$ cat src/rtl/portout_arb.sv
// portout_arb: round-robin output-port arbiter feeding an LSB-first serializer.
// Define PORTOUT_PARITY_EN to append an even-parity bit after bit 31.
module portout_arb #(
    parameter int NPORTS = 16,
    parameter logic [3:0] PORT_ID = 4'd0
) (
    input  logic                 clock,
    input  logic                 reset,
    input  logic [NPORTS-1:0]    vld,
    input  logic [4*NPORTS-1:0]  addr,
    input  logic [32*NPORTS-1:0] payload,
    output logic [NPORTS-1:0]    granted,
    output logic                 dout,
    output logic                 frameo_n,
    output logic                 valido_n,
    output logic                 busy
);
    localparam int PW = NPORTS > 1 ? $clog2(NPORTS) : 1;
`ifdef PORTOUT_PARITY_EN
    localparam logic [5:0] LAST = 6'd32;
`else
    localparam logic [5:0] LAST = 6'd31;
`endif

    typedef enum logic {IDLE, SEND} state_t;

    state_t            state, state_nx;
    logic [5:0]        cnt, cnt_nx;
    logic [31:0]       sh, sh_nx;
    logic [PW-1:0]     ptr, ptr_nx, win, hi, lo;
    logic              hi_any, lo_any;
    logic [NPORTS-1:0] req, oh, granted_nx;
    logic              dout_nx, frameo_nx, valido_nx;
    logic [31:0]       pl [NPORTS];
`ifdef PORTOUT_PARITY_EN
    logic              par, par_nx;
`endif

    for (genvar i = 0; i < NPORTS; i++) begin : g_port
        assign req[i] = vld[i] && addr[4*i +: 4] == PORT_ID;
        assign pl[i]  = payload[32*i +: 32];
    end

    // Prefer the lowest requester above the pointer, else wrap to the lowest one overall.
    always_comb begin
        hi     = '0;
        lo     = '0;
        hi_any = 1'b0;
        lo_any = 1'b0;
        for (int i = NPORTS - 1; i >= 0; i--) begin
            if (req[i[PW-1:0]]) begin
                lo     = i[PW-1:0];
                lo_any = 1'b1;
                if (i > int'(ptr)) begin
                    hi     = i[PW-1:0];
                    hi_any = 1'b1;
                end
            end
        end
        win     = hi_any ? hi : lo;
        oh      = '0;
        oh[win] = 1'b1;
    end

    always_comb begin
        state_nx   = state;
        cnt_nx     = cnt;
        sh_nx      = sh;
        ptr_nx     = ptr;
        granted_nx = '0;
        dout_nx    = 1'b0;
        frameo_nx  = 1'b1;
        valido_nx  = 1'b1;
`ifdef PORTOUT_PARITY_EN
        par_nx     = par;
`endif
        if (state == IDLE) begin
            if (lo_any) begin
                state_nx   = SEND;
                sh_nx      = {1'b0, pl[win][31:1]};
                ptr_nx     = win;
                granted_nx = oh;
                dout_nx    = pl[win][0];
                frameo_nx  = 1'b0;
                valido_nx  = 1'b0;
                cnt_nx     = 6'd0;
`ifdef PORTOUT_PARITY_EN
                par_nx     = ^pl[win];
`endif
            end
        end else if (cnt != LAST) begin
            // sh already holds the not-yet-sent bits, next one at bit 0
            cnt_nx    = cnt + 6'd1;
            sh_nx     = {1'b0, sh[31:1]};
            valido_nx = 1'b0;
            frameo_nx = cnt_nx == LAST;
`ifdef PORTOUT_PARITY_EN
            dout_nx   = cnt == 6'd31 ? par : sh[0];
`else
            dout_nx   = sh[0];
`endif
        end else begin
            state_nx = IDLE;
        end
    end

    always_ff @(posedge clock) begin
        if (reset) begin
            state    <= IDLE;
            cnt      <= 6'd0;
            sh       <= 32'd0;
            ptr      <= PW'(NPORTS - 1);
            granted  <= '0;
            dout     <= 1'b0;
            frameo_n <= 1'b1;
            valido_n <= 1'b1;
`ifdef PORTOUT_PARITY_EN
            par      <= 1'b0;
`endif
        end else begin
            state    <= state_nx;
            cnt      <= cnt_nx;
            sh       <= sh_nx;
            ptr      <= ptr_nx;
            granted  <= granted_nx;
            dout     <= dout_nx;
            frameo_n <= frameo_nx;
            valido_n <= valido_nx;
`ifdef PORTOUT_PARITY_EN
            par      <= par_nx;
`endif
        end
    end

    assign busy = state == SEND;
endmodule

$ cat config.mk
export PLATFORM = sky130hd
export DESIGN_NAME = portout_arb
export DESIGN_NICKNAME = d
export VERILOG_FILES = /design/src/rtl/portout_arb.sv
export SDC_FILE = /design/constraint.sdc
export NUM_CORES = 1
export LEC_CHECK = 0
export BUFFER_PORTS_ARGS = -buffer_cell sky130_fd_sc_hd__buf_2
export CELL_PAD_IN_SITES_DETAIL_PLACEMENT = 1
export CELL_PAD_IN_SITES_GLOBAL_PLACEMENT = 2
export CORE_AREA = 2 2 240 242
export DETAILED_ROUTE_END_ITERATION = 8
export DIE_AREA = 0 0 242 244
export PLACE_DENSITY_LB_ADDON = 0.1
export SLEW_MARGIN = 10
export SYNTH_ARGS = -nofsm -noshare
export SYNTH_HDL_FRONTEND = slang
export SYNTH_SLANG_ARGS = --single-unit
$ cat constraint.sdc
create_clock -name clock -period 3.6 [get_ports clock]
set_input_delay 0.18 -clock clock [delete_from_list [all_inputs] [get_ports clock]]
set_output_delay 0.18 -clock clock [all_outputs]
set_load 0.01 [all_outputs]
# == Yosys cells after proc, flatten, opt, wreduce, memory -nomap -nowiden ==
# Index checks and enable logic that the tools add are counted.
# Widths: inputs -> output; s select.
# totals
register_bits,62
inputBits,594
elab_cells,185
# classes
add_sub_neg,1
n_lt_le_gt_ge,18
eq_ne,3
mux,115
bitwise_logic,3
n_reduce_logical,37
# op_table
op,n
$mux 4,47
$mux 32,5
$bmux 32 s4,1
$logic_not 4->1,16
$mux 1,58
$gt 4x4->1 const A,8
$mux 6,3
$logic_and 1x1->1,17
$gt 3x4->1 const A,4
$gt 2x4->1 const A,2
$add 6x1->6 const B,1
$eq 6x5->1 const B,1
$ne 6x5->1 const B,1
$ge 5x5->1 const B,1
$lt 4x5->1 const B,1
$not 4->5,1
$demux 1 s4,1
$ge 4x1->1 const B,1
$gt 1x4->1 const A,1
$reduce_and 2->1,2
$reduce_or 3->1,1
$ne 2x1->1 const B,1
$not 1->1,2
$reduce_bool 2->1,1

# == Longest topological paths before layout ==
# depth
word_depth,38
ltp_mapped,15
depth_no_buf,10

# == Worst setup path before layout ==
# No wires, ideal clock.
# synth_timing
kind,input to register
start,input port addr[14]
end,register sh[17]
setup_ns,0.133
t_arrival_ns,3.029
required_time_ns,3.467
setup_slack_ns,0.438
cell_stages,13
n_path_buf,3
cell_sequence,or4b_4 or2_4 and2_4 o32a_4 and3_1 buf_2 a41o_1 buf_2 buf_2 mux2i_1 mux2i_1 a221oi_1 a311oi_1
# synth_via
elab_chain_cells,14
elab_cells_between_ends,29
classes_between,24 x mux; 1 x bitwise; 4 x reduce/logical
# synth_rtl
item,line_no,rtl
from (decl),10,"input logic [4*NPORTS-1:0] addr,"
$logic_not 4->1 *,40,assign req[i] = vld[i] && addr[4*i +: 4] == PORT_ID;
$logic_and 1x1->1 *,40,
$mux 4 or $mux 1 (tied branches),51,if (req[i[PW-1:0]]) begin
$mux 4 or $mux 1 (tied branches),54,if (i > int'(ptr)) begin
$mux 4 or $mux 1 (tied branches),51,
$mux 4 or $mux 1 (tied branches),54,
$mux 4 or $mux 1 (tied branches),51,
$mux 4,60,win = hi_any ? hi : lo;
$not 4->5 (not written as such),80,"sh_nx = {1'b0, pl[win][31:1]};"
$bmux 32 s4,80,
$mux 32 (2 in series),-,
$mux 32,78,if (lo_any) begin
$mux 32,77,if (state == IDLE) begin
to (signal assigned),123,sh <= sh_nx;
to (decl),29,"logic [31:0] sh, sh_nx;"
# Every way passes the cells marked *; elsewhere a longest branch is shown, timed or not. The select of a mux whose other input is x is not followed.
# A chain may end at the register's enable or synchronous reset.

# == Final worst setup path ==
# layout_timing
start,register ptr[1]
end,register sh[20]
# layout_via
elab_chain_cells,38
elab_cells_between_ends,82
classes_between,15 x order compare; 66 x mux; 1 x bitwise
# layout_rtl
item,line_no,rtl
from (decl),30,"logic [PW-1:0] ptr, ptr_nx, win, hi, lo;"
from (signal assigned),112,ptr <= PW'(NPORTS - 1);
from (signal assigned),124,ptr <= ptr_nx;
$gt 4x4->1,54,
$mux 4 or $mux 1 (tied branches),54,
$mux 4 or $mux 1 (tied branches),51,
$mux 4 or $mux 1 (tied branches),54,
$mux 4 or $mux 1 (tied branches),51,
$mux 4 or $mux 1 (tied branches),54,
$mux 4 or $mux 1 (tied branches),51,
$mux 4 or $mux 1 (tied branches),54,
[... 21 more ...],-,
$mux 4 or $mux 1 (tied branches),54,
$mux 4 or $mux 1 (tied branches),51,
$mux 4 *,60,
$not 4->5 (not written as such) *,80,
$bmux 32 s4 *,80,
$mux 32 * (2 in series),-,
$mux 32 *,78,
$mux 32 *,77,
# Marked as above.

==> results.md <==
* Crit-path cells: buf_4 -> or2_2 -> o41ai_2 -> o21ai_1 -> and3_1 -> buf_4 -> a31o_2 -> o2bb2ai_4 -> buf_4 -> buf_4 -> clkbuf_16 -> and2_1 -> a2111oi_1 -> or4_1 -> o221ai_1
* Htree depth at 3
* Buf/Inv on CP at 5
* Post-Place Setup Slack at -0.392 ns
* # DRC at 0
* First-pass GRT wire length at 83.5 mm
* Vias in the first global route at between 10000 and 15000
* PortBufs at roughly 610
* WL met3 at between 3 and 4 mm
* CP endpoint kind: flip-flop
* Cell Rows at 87
* DRT iter0 DRCs at about 310
* Finished Layout Cells at approximately 2500
* I/O pin cnt at ~610
* Post-synthesis cell count at between 1000 and 1500
* Combinational Power Share at between 60% and 70%
* Post-Syn Nets at roughly 1700
* Final Setup Violations at 0
* Cell taking the most area after synthesis: mux2i_1
* Pins Over Slew Limit at 0
* Num CTS Buffers at 9
* Metal2 WL at ~30 mm
* Crit-path slowest cell: or4_1
* FMAX at ~290 MHz
* Simple-Gate Fraction of Synth Area at around a quarter
* Synth unique cells at 72
* Hold path depth at 5
* GRT Util Overall at between 10% and 20%
* Clock power share at a little under a fifth
* Fraction of layout instances using a drive strength above 1 at between 40% and 50%
* Initial antenna violation count at 16
* Hold_ws at 0.228 ns
* Worst path arrival time at around 3.7 ns
* Layout area overhead at 69.8%
* Filler cell count at about 7000
* Hold Vio Cnt, Final at 0
* Worst EP required at between 3 and 4 ns
* Layout Nets at 2323
* First-pass iteration count of the detailed router at 4
* Top cell type's share of synthesized area at between 20% and 30%
* Post-synth top cells: mux2i_1 (217), nand2_1 (151), dfxtp_1 (61), nor2_1 (61), o22ai_1 (56)
* Clk_lat worst skew at between 0.3 and 0.4 ns
* Compound-Gate Fraction of Synth Area at between 20% and 30%
* Fin crit period at between 3 and 4 ns
* Portion of netlist area occupied by mux cells at 27.9%
* Total wire length at 58.8 mm
* Syn Area/Cell at 7.41 sq um
* Most common cell on crit path: buf_4
* Critical Path Start Type: flip-flop
* CTS root buffer: clkbuf_16
* Worst R2R Path Depth at 15
* M1 WL at roughly 25 mm
* Die height at between 200 and 250 microns
* Slew HR at 51.3%
* Skew final at slightly below 0.008 ns
* Sequential share of the synthesized area at between 10% and 20%
* Utilization after layout at between 20% and 30%
* Sequential share of power at around a fifth
* Critical path's top delay family: simple AND/OR/NAND/NOR gates
* Switching share of power at 43.8%
* Post-Syn Area at just under 8000 sq um
* Core ar. at approximately 56000 sq um
* Crit-path max cell delay at ~0.54 ns
* GRT overflow at 0
* Largest net degree at the start of global routing at 33
* FFs w/ async S/R, synth at 0%
* Vias per cell at between 4 and 5
* Post-Synth Adder-Cell Area at less than 1%
* Crit. path cell count at 15
* Routability cong. at approximately 0.86
* Power per cell area at between 300 and 400 nW/um^2
* CTS clk-pin slew, worst paths at 0.06 ns
* Crit-path max FO at 12
* Ys Warns at 0
* Max cap viols at 0
* Die ar. at just under 60000 sq um
* Net Sw Power at around 2.1 mW
* Post-Synth XOR/XNOR Area at less than 1%
* RSZ-0062 raised after global routing: false
* Seq cells post-synth at 61
* Top routing layer used: met5
* Detailed-placement wirelength estimate at roughly 50 mm
* CTS Buffer Depth at 2
* Clock sink count at about 60
* EDFF count, synth at 0
* Initial Utilization at between 10% and 20%
* ANT nets after route at 0
* Hold Buf Count CTS at 0
* Lkg Pwr at approximately 6.7 nW
* Worst setup path class: flip-flop to flip-flop
* Inst Count DP at 2458
* Final worst slack at approximately 0.18 ns
* Most common cell in the netlist: mux2i_1
* Main area contributors after synthesis: mux2i_1 (28%), dfxtp_1 (16%), nand2_1 (7.2%), o22ai_1 (4.5%), a311oi_1 (3.1%)
* Min-Delay Path Class: input pin to flip-flop
* Top FF cell, synth: dfxtp_1
* Peak supply drop at 0.000252 V
* Total number of vias at around 11000
* CTS tree: built
* Least-Margin Pin Slew at around 0.73 ns
* WL per Instance at ~24 microns
* Fin crit share at between 90% and 100%
* Largest family of logic cells by synthesized area: multiplexers
* Horiz. Die Dim at about 240 microns
* Status: finished clean
* Internal power at roughly 2.7 mW
==> stage by stage <==
stage / area, sq um / TNS (ns) / total power, mW
2_1_floorplan: 7840 / 0 / 2.34
4_1_cts: 13100 / 0 / 4.73
3_5_place_dp: 12800 / -1.37 / 3.81
6_report: 13300 / 0 / 4.72
5_1_grt: 13300 / 0 / 5.08
3_3_place_gp: 12800 / -0.989 / 3.79
==> tightest hold or removal path, delay by kind of cell <==
family | cells | cell delay (ns)
AOI/OAI and AO/OA | 2 | 0.12
buffers and inverters | 1 | 0.09
and+or+nand+nor | 2 | 0.12
==> metal layers <==
metal	vias up	track usage [%]
met5	-	0
met4	12	3.00
met3	42	3.59
met2	390	35.2
met1	5341	23.0
li1	5396	-
==> logic make-up (layout without fill, tap and decap cells) <==
family                     Yosys count  after routing
AOI/OAI and AO/OA                  284            284
and+or+nand+nor                    387            387
buffers and inverters              103            777
muxes                              218            218
xor gates and xnor gates             2              2
other                                0              2
DFF                                 61             61
adders and majority gates            2              2
==> timing repair <==
| item | in CTS | in global routing |
|---|---|---|
| pin swaps | 1 | 2 |
| cloned | 0 | 2 |
| setup endpoints to repair | 5 | 31 |
| setup buffers | 0 | 12 |
| gates resized for setup | 9 | 24 |
==> cell type report <==
class,instances,area (sq um),share of cell area (%)
Tap cell,756,946,7.11
Inverter,7,26.3,0.197
Sequential cell,61,1230,9.24
Clock inverter,4,25.0,0.188
Timing Repair Buffer,755,4520,34.0
Clock buffer,11,243,1.82
Antenna cell,2,5.00,0.0376
Multi-Input combinational cell,893,6310,47.5
==> registers in the layout (all words and copies together), names as in the netlist <==
signal    flops
cnt           6
granted      16
sh           31
valido_n      1
ptr           4
frameo_n      1
dout          1
busy          1
==> final timing paths <==
| check | startpoint | slack, ns | to |
|---|---|---|---|
| setup / recovery | ptr[1] | 0.18 | sh[20] |
| hold / removal | payload[163] | 0.23 | sh[2] |
| setup reg to reg | ptr[1] | 0.18 | sh[20] |
| hold reg to reg | sh[25] | 0.49 | sh[25] |
==> cell usage in the layout, fill, tap and decap left out, types with 5 or more instances in the layout <==
cell type and n:
buf_2 613, mux2i_1 211, nand2_1 148, buf_4 112
nor2_1 57, dfxtp_1 56, o22ai_1 55, nand3_1 46
o21ai_0 46, or3_1 29, a311oi_1 28, buf_12 26
a21oi_1 22, a221oi_1 20, o22a_1 19, nor3_1 15
and2_1 14, o211ai_1 14, nor4_1 13, a211oi_1 13
clkbuf_16 11, and3_1 10, a31oi_1 9, nand4_1 8
inv_1 6, nand2b_1 6, mux2i_2 6, or2_2 5
a2111oi_0 5
==> power by group through the flow <==
stage | sequential [mW] | clock, mW | combinational, mW
final | 0.888 | 0.852 | 2.98
after global routing | 0.905 | 0.912 | 3.26
after CTS | 0.887 | 0.901 | 2.94
after detailed placement | 0.899 | 0 | 2.91
after global placement | 0.901 | 0 | 2.89
after floorplan | 0.841 | 0 | 1.49
(Power assumes the default switching activity.)
